[config.mk]
export PLATFORM = sky130hd
export DESIGN_NAME = data_mem_responder
export DESIGN_NICKNAME = d
export VERILOG_FILES = /design/src/rtl/data_mem_responder.sv
export SDC_FILE = /design/constraint.sdc
export NUM_CORES = 1
export LEC_CHECK = 0
export ABC_AREA = 0
export BUFFER_PORTS_ARGS = -buffer_cell sky130_fd_sc_hd__buf_2
export CORE_MARGIN = 5
export CORE_UTILIZATION = 30
export DETAILED_ROUTE_END_ITERATION = 7
export PLACE_DENSITY = 0.56
export SETUP_SLACK_MARGIN = 0.3
export SYNTH_ARGS = -nofsm -noshare
export SYNTH_HDL_FRONTEND = slang
export SYNTH_SLANG_ARGS = --single-unit
[constraint.sdc]
create_clock -name clock -period 2.31 [get_ports clock]
set_input_delay 0.3465 -clock clock [delete_from_list [all_inputs] [get_ports clock]]
set_output_delay 0.3465 -clock clock [all_outputs]
set_load 0.03 [all_outputs]
[src/rtl/data_mem_responder.sv]
// data_mem_responder
//
// Data-memory responder for a single-cycle controller. Each MemRead/MemWrite
// request is served as a multi-cycle access. busy is held while the access is
// in progress so the controller stalls. Accesses run IDLE -> WAIT -> DONE.
//
// Optional feature: define DMEM_RDBUF_EN to add a single-entry read buffer.
// A read in IDLE that hits the buffer completes at once, with no busy cycles.
//
// Ports:
//   clock      in   rising-edge clock
//   reset      in   synchronous, active-high reset
//   MemRead    in   read request (level, held while busy)
//   MemWrite   in   write request (level, held while busy); wins over MemRead
//   Address    in   byte address; word index = Address[$clog2(NWORDS)+1:2]
//   WriteData  in   store data (held while busy)
//   ReadData   out  load data; registered, with combinational bypass in DONE/hit
//   busy       out  access in progress, controller must stall

module data_mem_responder #(
  parameter int unsigned NBITS   = 8,
  parameter int unsigned NWORDS  = 32,
  parameter int unsigned LATENCY = 3
) (
  input  logic             clock,
  input  logic             reset,
  input  logic             MemRead,
  input  logic             MemWrite,
  input  logic [NBITS-1:0] Address,
  input  logic [NBITS-1:0] WriteData,
  output logic [NBITS-1:0] ReadData,
  output logic             busy
);

  localparam int unsigned IW = $clog2(NWORDS);
  localparam int unsigned CW = $clog2(LATENCY + 1);

  typedef enum logic [1:0] {StIdle, StWait, StDone} state_e;

  state_e           state_q, state_d;
  logic [CW-1:0]    cnt_q, cnt_d;
  logic [IW-1:0]    idx_q, idx_d;
  logic             wr_q, wr_d;      // latched: access is a write
  logic             both_q, both_d;  // latched: read and write both requested
  logic [NBITS-1:0] rd_q, rd_d;
  logic             mem_we;

  logic [NBITS-1:0] mem [NWORDS];

  logic [IW-1:0] index;
  logic          req;
  logic          hit;
  logic          unused_addr;

  assign index       = Address[IW+1:2];
  assign req         = MemRead | MemWrite;
  // Byte-offset and upper address bits carry no meaning here.
  assign unused_addr = ^Address;

`ifdef DMEM_RDBUF_EN
  logic             buf_valid_q, buf_valid_d;
  logic [IW-1:0]    buf_tag_q, buf_tag_d;
  logic [NBITS-1:0] buf_data_q, buf_data_d;

  assign hit = MemRead & ~MemWrite & buf_valid_q & (buf_tag_q == index);
`else
  assign hit = 1'b0;
`endif

  always_comb begin
    state_d  = state_q;
    cnt_d    = cnt_q;
    idx_d    = idx_q;
    wr_d     = wr_q;
    both_d   = both_q;
    rd_d     = rd_q;
    mem_we   = 1'b0;
    busy     = 1'b0;
    ReadData = rd_q;
`ifdef DMEM_RDBUF_EN
    buf_valid_d = buf_valid_q;
    buf_tag_d   = buf_tag_q;
    buf_data_d  = buf_data_q;
`endif

    case (state_q)
      StIdle: begin
        if (hit) begin
`ifdef DMEM_RDBUF_EN
          ReadData = buf_data_q;
          rd_d     = buf_data_q;
`endif
        end else if (req) begin
          busy    = 1'b1;
          idx_d   = index;
          wr_d    = MemWrite;
          both_d  = MemWrite & MemRead;
          cnt_d   = CW'(LATENCY - 1);
          state_d = (LATENCY == 1) ? StDone : StWait;
        end
      end
      StWait: begin
        busy = 1'b1;
        if (!req) begin
          // Controller withdrew the request: abandon the access.
          state_d = StIdle;
          cnt_d   = '0;
        end else begin
          cnt_d = cnt_q - CW'(1);
          if (cnt_q == CW'(1)) state_d = StDone;
        end
      end
      StDone: begin
        state_d = StIdle;
        if (wr_q) begin
          mem_we = 1'b1;
          if (both_q) begin
            ReadData = WriteData;
            rd_d     = WriteData;
          end
`ifdef DMEM_RDBUF_EN
          if (buf_valid_q && buf_tag_q == idx_q) buf_data_d = WriteData;
`endif
        end else begin
          ReadData = mem[idx_q];
          rd_d     = mem[idx_q];
`ifdef DMEM_RDBUF_EN
          buf_valid_d = 1'b1;
          buf_tag_d   = idx_q;
          buf_data_d  = mem[idx_q];
`endif
        end
      end
      default: state_d = StIdle;
    endcase

    // Reset drops any in-flight write and reports no activity.
    if (reset) begin
      busy   = 1'b0;
      mem_we = 1'b0;
    end
  end

  always_ff @(posedge clock) begin
    if (reset) begin
      state_q <= StIdle;
      cnt_q   <= '0;
      idx_q   <= '0;
      wr_q    <= 1'b0;
      both_q  <= 1'b0;
      rd_q    <= '0;
    end else begin
      state_q <= state_d;
      cnt_q   <= cnt_d;
      idx_q   <= idx_d;
      wr_q    <= wr_d;
      both_q  <= both_d;
      rd_q    <= rd_d;
    end
  end

`ifdef DMEM_RDBUF_EN
  always_ff @(posedge clock) begin
    if (reset) begin
      buf_valid_q <= 1'b0;
      buf_tag_q   <= '0;
      buf_data_q  <= '0;
    end else begin
      buf_valid_q <= buf_valid_d;
      buf_tag_q   <= buf_tag_d;
      buf_data_q  <= buf_data_d;
    end
  end
`endif

  // RAM has no reset; contents are undefined until written.
  always_ff @(posedge clock) begin
    if (mem_we) mem[idx_q] <= WriteData;
  end

endmodule

==> impl_summary.log <==
[metrics] number of global-route vias before repair: roughly 6,100
[metrics] cell-internal power: between 8000 and 9000 µW
[metrics] Most used DFF post-synth: sky130_fd_sc_hd__edfxtp_1
[metrics] min setup slack post-route: -0.567 ns
[metrics] WP data arrival: 2.53 ns
[metrics] critical path required time: 1.96 ns
[metrics] Tot GR Track Use: 0.124
[metrics] sequential fraction of the synthesis area: 0.721
[metrics] Worst Setup Start Kind: flip-flop
[metrics] highest achievable clock rate: 348 MHz
[metrics] Avg Cell Area, Syn: 17.0 µm²
[metrics] clk root buf: sky130_fd_sc_hd__clkbuf_16
[metrics] hold_sp: Address[3]
[metrics] gate count after technology mapping: 666
[metrics] wire length the detailed router placed on met1: 12.1 mm
[metrics] post-detailed-route wirelength per cell: 20.0 µm
[metrics] maximum resistive drop on vdd: 0.000677 V
[metrics] number of diodes: 0
[metrics] Syn. warnings: 0
[metrics] relative contribution of combinational cells to total power: 0.072
[metrics] final-report setup violation count: 8
[metrics] number of pins exceeding their max-slew limit in the final report: 0
[metrics] clock skew after layout: around 0.012 ns
[metrics] clock network fraction of design power: 0.423
[metrics] total placed cells including tap cells: 1,248
[metrics] fill count: 3,544
[metrics] critical-path cell list: buf_12 > bufbuf_16 > mux2i_2 > a22oi_2 > a21oi_2 > o41ai_2 > nor2b_4 > buf_6
[metrics] shortest clock period the worst path allows after layout: 2.88 ns
[metrics] Vias/cell: 4.67
[metrics] cell with the biggest individual delay on the critical path: sky130_fd_sc_hd__dfxtp_4
[metrics] Max stage delay on crit path: 0.36 ns
[metrics] Non-Filler Instances: 1,314
[metrics] Core Rows: 71
[metrics] Die Footprint: between 40,000 and 50,000 µm²
[metrics] Sink Count: 280
[metrics] grt ovf: 0
[metrics] Iter 0 DRT Violations: between 500 and 600
[metrics] wire length of the first global-routing pass: a little under 40 mm
[metrics] transition time of the tightest slew-check pin: just under 0.5 ns
[metrics] CP delay by family, top: compound AO/OA/AOI/OAI gates
[metrics] amount of wire on met2 after detailed routing: 12.8 mm
[metrics] status: finished with violations
[metrics] syn_nets: 687
[metrics] met3 wire length: 841 µm
[metrics] remaining max-slew budget at the tightest pin: 0.675
[metrics] uppermost metal layer occupied by signal nets: met4
[metrics] Layout area overhead: 24.4%
[metrics] number of top-level pins: 29
[metrics] proportion of register bits with asynchronous set or reset after synthesis: 0
[metrics] Sw Share: 0.216
[metrics] Cell Pwr Density: 785 nW/µm²
[metrics] final cell utilization of the core: 0.376
[metrics] Leakage: 0.00456 µW
[metrics] number of unique standard cell types used by synthesis: 39
[metrics] number of routed nets with antenna violations: 0
[metrics] netlist area before placement: between 10,000 and 15,000 µm²
[metrics] total detailed-routing wirelength: about 26 mm
[metrics] CP Max Fanout: 9
[metrics] Inserted Clock Buffers: 31
[metrics] post-route clock period utilization: 1.25
[metrics] total net switching power: approximately 2400 µW
[metrics] Final Net Count: 799
[metrics] critical path depth: 8
[metrics] H-tree Lvls: 1
[metrics] max-cap viol count: 0
[metrics] leading cell types in the layout, fill and taps excluded: 256 x sky130_fd_sc_hd__edfxtp_1, 101 x sky130_fd_sc_hd__mux2i_1, 72 x sky130_fd_sc_hd__buf_4, 33 x sky130_fd_sc_hd__nor2_1, 32 x sky130_fd_sc_hd__clkbuf_16
[metrics] violations in the final reports: negative setup slack
[metrics] Buffers & Inverters on Critical Path: 3
[metrics] Pre-Repair DR Iteration Count: 7
[metrics] maximum number of buffers from clock root to sink: 3
[metrics] unrepaired setup endpoints after global routing: yes
[metrics] height of the chip: between 200 and 250 µm
[metrics] commonest non-fill, non-tap cell in the layout: sky130_fd_sc_hd__edfxtp_1
[metrics] routability congestion estimate from global placement: around 0.8
[metrics] Hold Path Stages: 3
[metrics] number of vias in the routed layout: 6,130
[metrics] I/O Buffers: 25
[metrics] CTS tree: yes
[metrics] initial antenna violation count: 0
[metrics] number of remaining DRC errors: 0
[metrics] clock network latency to the later pin of the worst-skew pair: 0.55 ns
[metrics] count of flip-flops with a built-in enable after synthesis: 256
[metrics] clock slew at the register clock pins of the worst setup and hold paths: 0.06 ns
[metrics] worst min-delay path class: input port to flip-flop
[metrics] initial cell density of the core: 0.302
[metrics] Die X: 204 µm
[metrics] largest net degree at the start of global routing: 33
[metrics] core outline area: 37,500 µm²
[metrics] layout cells sized above 1: 0.350
[metrics] cell count of the worst reg-to-reg path: 7
[metrics] Seq pwr share: 0.505
[metrics] start-to-end type of the worst setup path: flip-flop to output port
[metrics] total count of hold-check failures in the final report: 0
[metrics] type of element capturing the critical path: output port
[metrics] Seq cells post-synth: between 200 and 300
[metrics] post-detailed-placement half-perimeter wirelength: approximately 17 mm
[cell families after synthesis]
| kind of cell | after synthesis | synth area share |
|---|---|---|
| adders and majority gates | 1 | 0.00110 |
| muxes | 128 | 0.132 |
| AOI/OAI and AO/OA | 115 | 0.0714 |
| DFF | 280 | 0.721 |
| and+or+nand+nor | 101 | 0.0493 |
| buffers and inverters | 41 | 0.0254 |
[per-layer routing]
layer,global-route usage,vias up
met5,0,-
met4,0.0230,0
met3,0.0208,37
met2,0.206,98
met1,0.173,3130
li1,-,2865
[power by group through the flow]
stage / Combinational [µW] / Clock [µW] / Sequential [µW]
after detailed placement: 708 / 0 / 5690
final: 800 / 4680 / 5580
after global placement: 702 / 0 / 5690
after floorplan: 415 / 0 / 5670
after global routing: 851 / 4990 / 5580
after CTS: 796 / 4770 / 5580
[flip-flops by register name, summed over array words and instances, names as in the netlist, named ones only]
signal	cells
both_q	1
idx_q	5
wr_q	1
mem	256
cnt_q	2
rd_q	8
state_q	2
[area by class of cell]
| class | count | area (µm²) | share of cell area |
|---|---|---|---|
| inverter | 3 | 11.3 | 0.000799 |
| multi-input combinational | 345 | 3190 | 0.226 |
| sequential | 280 | 8180 | 0.580 |
| clock buffer | 47 | 897 | 0.0637 |
| tap | 511 | 639 | 0.0454 |
| clock inverter | 11 | 87.6 | 0.00622 |
| timing repair buffer | 117 | 1090 | 0.0772 |
[stage by stage]
| stage | hold slack (ns) | TNS [ns] | instance area, µm² | power [µW] | worst slack (ns) |
|---|---|---|---|---|---|
| detailed placement | 0.482 | -1.46 | 12700 | 6400 | -0.246 |
| CTS | 0.0347 | -4.65 | 14000 | 11100 | -0.609 |
| finish | 0.0568 | -4.22 | 14100 | 11100 | -0.567 |
| global placement | 0.467 | -1.30 | 12700 | 6390 | -0.248 |
| global route | 0.0628 | -5.11 | 14100 | 11400 | -0.706 |
| floorplan | 0.445 | 0 | 11400 | 6080 | 0.230 |
[worst register-to-register path: cells and delay by family, from the launching register on]
family	cells	cell delay, ns
multiplexers	2	0.77
flip-flops	1	0.41
buffers and inverters	2	0.35
AND/OR/NAND/NOR	2	0.18
AO/OA/AOI/OAI	1	0.12
[worst paths after layout]
check | endpoint | slack, ns
max | ReadData[5] | -0.57
min | flip-flop | 0.06
max reg2reg | rd_q[7] | 0.36
min reg2reg | cnt_q[0] | 0.48
[repair_timing]
action	CTS	global route
setup endpoints to repair	37	83
pin swaps	20	12
buffers inserted	5	1
gates cloned	2	0
hold buffers	0	0
gates resized for setup	60	18
[synthesized netlist by cell type, types with 5 or more instances]
cell type                    n  share of area
sky130_fd_sc_hd__buf_6      12          0.012
sky130_fd_sc_hd__o21ai_0     6         0.0027
sky130_fd_sc_hd__dfxtp_1    24          0.042
sky130_fd_sc_hd__clkbuf_1   11         0.0036
sky130_fd_sc_hd__mux2_2      8         0.0080
sky130_fd_sc_hd__a22oi_1    46          0.030
sky130_fd_sc_hd__nand3_1     8         0.0035
sky130_fd_sc_hd__nand2_1    10         0.0033
sky130_fd_sc_hd__mux4_2     16          0.032
sky130_fd_sc_hd__nor3b_2     8         0.0088
sky130_fd_sc_hd__nor2b_1    10         0.0055
sky130_fd_sc_hd__buf_4       9         0.0060
sky130_fd_sc_hd__o41ai_2     8          0.011
sky130_fd_sc_hd__edfxtp_1  256           0.68
sky130_fd_sc_hd__o21ai_1     8         0.0035
sky130_fd_sc_hd__nor2_1     42          0.014
sky130_fd_sc_hd__mux2i_1   104          0.092
sky130_fd_sc_hd__a21oi_1    42          0.019
sky130_fd_sc_hd__buf_2       5         0.0022
(Power assumes the default switching activity.)
